**src/rtl/coin_arbiter.sv**
```systemverilog
// Sequences an external 8-bit Fibonacci coin LFSR and delivers BYTES-byte words to two round-robin requesters.
// Define COIN_ARB_WARMUP_EN to discard WARMUP LFSR shifts after every seed load.
module coin_arbiter #(
    parameter int BYTES  = 4,
    parameter int WARMUP = 64
) (
    input  logic               clk,
    input  logic               rst,
    input  logic               seed_ld,
    input  logic [7:0]         seed,
    output logic               lfsr_ld,
    output logic [7:0]         lfsr_seed,
    output logic               lfsr_en,
    input  logic [7:0]         lfsr_q,
    input  logic [1:0]         req,
    output logic [1:0]         gnt,
    output logic               coin_valid,
    input  logic               coin_ready,
    output logic [8*BYTES-1:0] coin_data
);

    localparam int BCW = (BYTES > 1) ? $clog2(BYTES) : 1;

    typedef enum logic [2:0] {
        S_UNSEEDED = 3'd0,
        S_LOAD     = 3'd1,
        S_IDLE     = 3'd2,
        S_FILL     = 3'd3,
        S_OFFER    = 3'd4
`ifdef COIN_ARB_WARMUP_EN
        , S_WARM   = 3'd5
`endif
    } state_t;

    state_t             state_q;
    logic               lfsr_ld_q;
    logic [7:0]         lfsr_seed_q;
    logic               lfsr_en_q;
    logic [1:0]         gnt_q;
    logic               coin_valid_q;
    logic [8*BYTES-1:0] coin_data_q;
    logic               rr_ptr_q;
    logic [2:0]         bit_cnt_q;
    logic [BCW-1:0]     byte_cnt_q;
    logic [7:0]         lfsr_next_d;
    logic [1:0]         gnt_d;

`ifdef COIN_ARB_WARMUP_EN
    localparam int WCW = (WARMUP > 1) ? $clog2(WARMUP) : 1;
    logic [WCW-1:0]     warm_cnt_q;
`endif

    // Out-of-range parameters elaborate an undriven flag so lint and synthesis reports surface them.
    if (BYTES < 1 || BYTES > 16 || WARMUP < 0) begin : g_param_range_error
        logic param_range_error;
    end

    // The byte is captured on the same edge as the 8th shift, so take the post-shift value directly.
    assign lfsr_next_d = {lfsr_q[6:0], lfsr_q[7] ^ lfsr_q[5] ^ lfsr_q[4] ^ lfsr_q[3]};

    always_comb begin
        gnt_d = req;
        if (req == 2'b11) begin
            gnt_d = rr_ptr_q ? 2'b01 : 2'b10;
        end
    end

    always_ff @(posedge clk or posedge rst) begin
        if (rst) begin
            state_q      <= S_UNSEEDED;
            lfsr_ld_q    <= 1'b0;
            lfsr_seed_q  <= 8'h00;
            lfsr_en_q    <= 1'b0;
            gnt_q        <= 2'b00;
            coin_valid_q <= 1'b0;
            coin_data_q  <= '0;
            rr_ptr_q     <= 1'b0;
            bit_cnt_q    <= 3'd0;
            byte_cnt_q   <= '0;
`ifdef COIN_ARB_WARMUP_EN
            warm_cnt_q   <= '0;
`endif
        end else if (seed_ld) begin
            state_q      <= S_LOAD;
            lfsr_ld_q    <= 1'b1;
            lfsr_seed_q  <= (seed == 8'h00) ? 8'hFF : seed;
            lfsr_en_q    <= 1'b0;
            gnt_q        <= 2'b00;
            coin_valid_q <= 1'b0;
            coin_data_q  <= '0;
            bit_cnt_q    <= 3'd0;
            byte_cnt_q   <= '0;
        end else begin
            lfsr_ld_q <= 1'b0;
            case (state_q)
                S_UNSEEDED: begin
                end
                S_LOAD: begin
`ifdef COIN_ARB_WARMUP_EN
                    if (WARMUP > 0) begin
                        state_q    <= S_WARM;
                        lfsr_en_q  <= 1'b1;
                        warm_cnt_q <= '0;
                    end else begin
                        state_q    <= S_IDLE;
                    end
`else
                    state_q <= S_IDLE;
`endif
                end
`ifdef COIN_ARB_WARMUP_EN
                S_WARM: begin
                    if (warm_cnt_q == WCW'(WARMUP - 1)) begin
                        state_q   <= S_IDLE;
                        lfsr_en_q <= 1'b0;
                    end else begin
                        warm_cnt_q <= warm_cnt_q + 1'b1;
                    end
                end
`endif
                S_IDLE: begin
                    if (gnt_d != 2'b00) begin
                        state_q    <= S_FILL;
                        gnt_q      <= gnt_d;
                        lfsr_en_q  <= 1'b1;
                        bit_cnt_q  <= 3'd0;
                        byte_cnt_q <= '0;
                    end
                end
                S_FILL: begin
                    bit_cnt_q <= bit_cnt_q + 3'd1;
                    if (bit_cnt_q == 3'd7) begin
                        coin_data_q[{byte_cnt_q, 3'b000} +: 8] <= lfsr_next_d;
                        if (byte_cnt_q == BCW'(BYTES - 1)) begin
                            state_q      <= S_OFFER;
                            lfsr_en_q    <= 1'b0;
                            coin_valid_q <= 1'b1;
                        end else begin
                            byte_cnt_q <= byte_cnt_q + 1'b1;
                        end
                    end
                end
                S_OFFER: begin
                    if (coin_ready) begin
                        state_q      <= S_IDLE;
                        coin_valid_q <= 1'b0;
                        gnt_q        <= 2'b00;
                        rr_ptr_q     <= gnt_q[1];
                    end
                end
                default: state_q <= S_UNSEEDED;
            endcase
        end
    end

    assign lfsr_ld    = lfsr_ld_q;
    assign lfsr_seed  = lfsr_seed_q;
    assign lfsr_en    = lfsr_en_q;
    assign gnt        = gnt_q;
    assign coin_valid = coin_valid_q;
    assign coin_data  = coin_data_q;

endmodule

```
**config.mk**
```make
export PLATFORM = sky130hd
export DESIGN_NAME = coin_arbiter
export DESIGN_NICKNAME = d
export VERILOG_FILES = /design/src/rtl/coin_arbiter.sv
export SDC_FILE = /design/constraint.sdc
export NUM_CORES = 1
export LEC_CHECK = 0
export CAP_MARGIN = 10
export CORE_MARGIN = 1.5
export CORE_UTILIZATION = 47
export CTS_CLUSTER_SIZE = 8
export DETAILED_ROUTE_END_ITERATION = 10
export PLACE_DENSITY = 0.79
export SLEW_MARGIN = 15
export SYNTH_ARGS = -nofsm -noshare
export SYNTH_HDL_FRONTEND = slang
export SYNTH_SLANG_ARGS = --single-unit
```
**constraint.sdc**
```tcl
create_clock -name clk -period 1.9 [get_ports clk]
set_input_delay 0.19 -clock clk [delete_from_list [all_inputs] [get_ports clk]]
set_output_delay 0.19 -clock clk [all_outputs]
set_load 0.05 [all_outputs]
```
==> flow_metrics.tcl <==
set metrics [dict create \
    ys_top_cells_by_count "54 x dfrtp_1, 45 x nand2_1, 24 x nor2_1" \
    stdcell_area_um2 3310 \
    die_h_um 74.4 \
    ys_types 34 \
    hold_slack_ps 187 \
    pwr-share-comb_pct 17.7 \
    fillers 410 \
    start_util_pct 49.7 \
    ys_ff_latch 54 \
    ctsHoldBuffers 0 \
    p_int_mw 1.60 \
    vias_per_cell 5.14 \
    highest-signal-layer "met4" \
    slew_headroom_pct 65.3 \
    syn_nets 263 \
    drt_pass1_iterations 4 \
    async_flop_share_pct 100 \
    path_delay_family "adder cells" \
    synth.most_common_cell "dfrtp_1" \
    drive_above_1_share_pct 10.2 \
    wl_per_cell_um 14.1 \
    io_buffer_count 66 \
    swShare_pct 28.5 \
    track_usage_pct 20.7 \
    yosys_warnings 0 \
    synthCells 235 \
    ios 67 \
    tns_ps 0 \
    cts-htree-levels 2 \
    slowest_delay_ps 390 \
    path_class "register to register" \
    wl_met2_um 2670 \
    grt_max_degree 23 \
    worst_slew_pin_slew_ps 519 \
    hpwl_um 3980 \
    crit_top_cell "ha_1" \
    grt_pass1_vias 1954 \
    netlist_area_um2 2390 \
    clkTransAtPathRegs_ps 90 \
    overflow 0 \
    numCtsBuffers 5 \
    antenna_found_initial 0 \
    detail-route-antenna-nets 0 \
    critPathLaunchType "register" \
    hold_viol 0 \
    worstPathCellList "ha_1 -> ha_1 -> and4b_4 -> a21oi_1 -> buf_4 -> a22o_1" \
    timing.final.crit_share_pct 93.0 \
    crit_path_top_delay_cell "dfrtp_1" \
    fmax_mhz 566 \
    grt_pass1_wl_um 8710 \
    drv_cap 0 \
    crit_required_ps 2100 \
    synth_edf_count 0 \
    cts_tree "yes" \
    report.final.setup_viol 0 \
    slew_viol_final 0 \
    seqCellArea_um2 1350 \
    ir_drop_uv 384 \
    cp.arrival_ps 1970 \
    synth_flop_cell "dfrtp_1" \
    clk_latency_ps 300 \
    synth.area.top_cells "dfrtp_1 56%, nand2_1 7.1%, a22o_1 4.0%" \
    worstSetupEndpointType "register" \
    path_buf_inv 1 \
    cts_sinks 54 \
    clkPwrFrac_pct 28.0 \
    drc_errors 0 \
    clock_path_buffers 2 \
    ctsRootBufferMaster "clkbuf_8" \
    antenna_cells 0 \
    rsz0062_at_grt "false" \
    status "completed" \
    rows 25 \
    min_path_type "input pin to async pin" \
    totalWireLength_um 5350 \
    wl_met1_um 2340 \
    synth_top_area_share_pct 56.5 \
    seq_power_share_pct 54.3 \
    dpl-instance-area_um2 3210 \
    p_leak_nw 1.45 \
    area_growth_pct 38.2 \
    p_total_mw 2.23 \
    critPathMaxFanout 12 \
    ys_seq_area_share_pct 56.5 \
    core_um2 4820 \
    nNetsFinal 340 \
    dieArea_um2 5530 \
    gp_congestion 0.803 \
    multi_input_area_um2 988 \
    clock-skew-final_ps 6.55 \
    fin_crit_ps 1770 \
    drtIter0Drc 124 \
    routed-via-count 1952 \
    netlist.top_cell.by_area "dfrtp_1" \
    dr_wl_met3_um 283 \
    p_per_area_nw_per_um2 675 \
    dieWidth_um 74.4 \
    p_switching_mw 0.636 \
    syn-mean-instance-area_um2 10.2 \
]
## layer usage
metal	GRT usage, %	up-vias
li1	-	974
met1	25.6	921
met2	35.8	51
met3	4.07	6
met4	8.08	0
met5	0	-
## registers in the layout (all words and copies together), names as in the netlist
signal,cells
rr_ptr_q,1
byte_cnt_q,2
gnt,2
state_q,3
lfsr_ld,1
coin_data,32
lfsr_seed,8
bit_cnt_q,3
coin_valid,1
lfsr_en,1
## power groups by stage
stage	clock network, mW	logic, mW	registers, mW
after floorplan	0	0.124	1.34
final	0.626	0.395	1.21
after global placement	0	0.391	1.23
after global routing	0.676	0.427	1.22
after CTS	0.644	0.399	1.21
after detailed placement	0	0.397	1.23
## cells in the final DEF (no fill, tap or decap), types with 3 or more instances in the layout
cell             count
inv_1                4
ha_1                 6
clkbuf_8             5
a21oi_1             12
or3_1                3
o21ai_1             15
nand3_1             11
dfrtp_1             54
nand2b_1             5
nand2_1             45
buf_4               13
a21oi_2              4
nor2_1              24
clkdlybuf4s50_1     66
a32o_1               4
a22o_1              11
## kinds of logic after synthesis
family	after synthesis	share of synthesized area, %
buffers and inverters	15	2.72
multiplexers	2	0.941
XOR/XNOR	3	1.10
adder cells (fa/ha/maj)	6	3.14
flip-flops	54	56.5
AO/OA/AOI/OAI	53	15.0
AND/OR/NAND/NOR	102	20.6
## cell type report
class	count	area share [%]
clock buffer	6	2.19
clock inverter	2	0.416
inverter	5	0.568
multi-input combinational	166	29.9
sequential	54	40.9
tap	67	2.53
timing repair buffer	80	23.5
## per-stage QoR
step           instances  utilization, %  setup slack (ps)
2_1_floorplan        235               -               210
3_3_place_gp         372            66.6               141
3_5_place_dp         372            66.6              19.0
4_1_cts              380            68.6              75.7
5_1_grt              380            68.6              40.7
6_report             380            68.6               133
## path summary, 6_finish.rpt
kind	startpoint	to	slack [ps]	depth (start not counted)
worst min register to register	coin_data[7]	coin_data[7]	470	2
worst min-delay path	rst	coin_data[1]	190	2
min in group clk	coin_data[7]	coin_data[7]	470	2
worst max register to register	bit_cnt_q[0]	coin_data[27]	130	6
max in group asynchronous	rst	coin_data[18]	1230	3
worst max-delay path	bit_cnt_q[0]	coin_data[27]	130	6
## what timing repair did
action | 4_1_cts | 5_1_grt
setup buffers | 0 | 0
gates resized for setup | 2 | 1
hold endpoints to repair | 0 | 0
setup endpoints to repair | 1 | 3
cloned | 0 | 0
No activity file was read; power rests on OpenSTA's default activity.
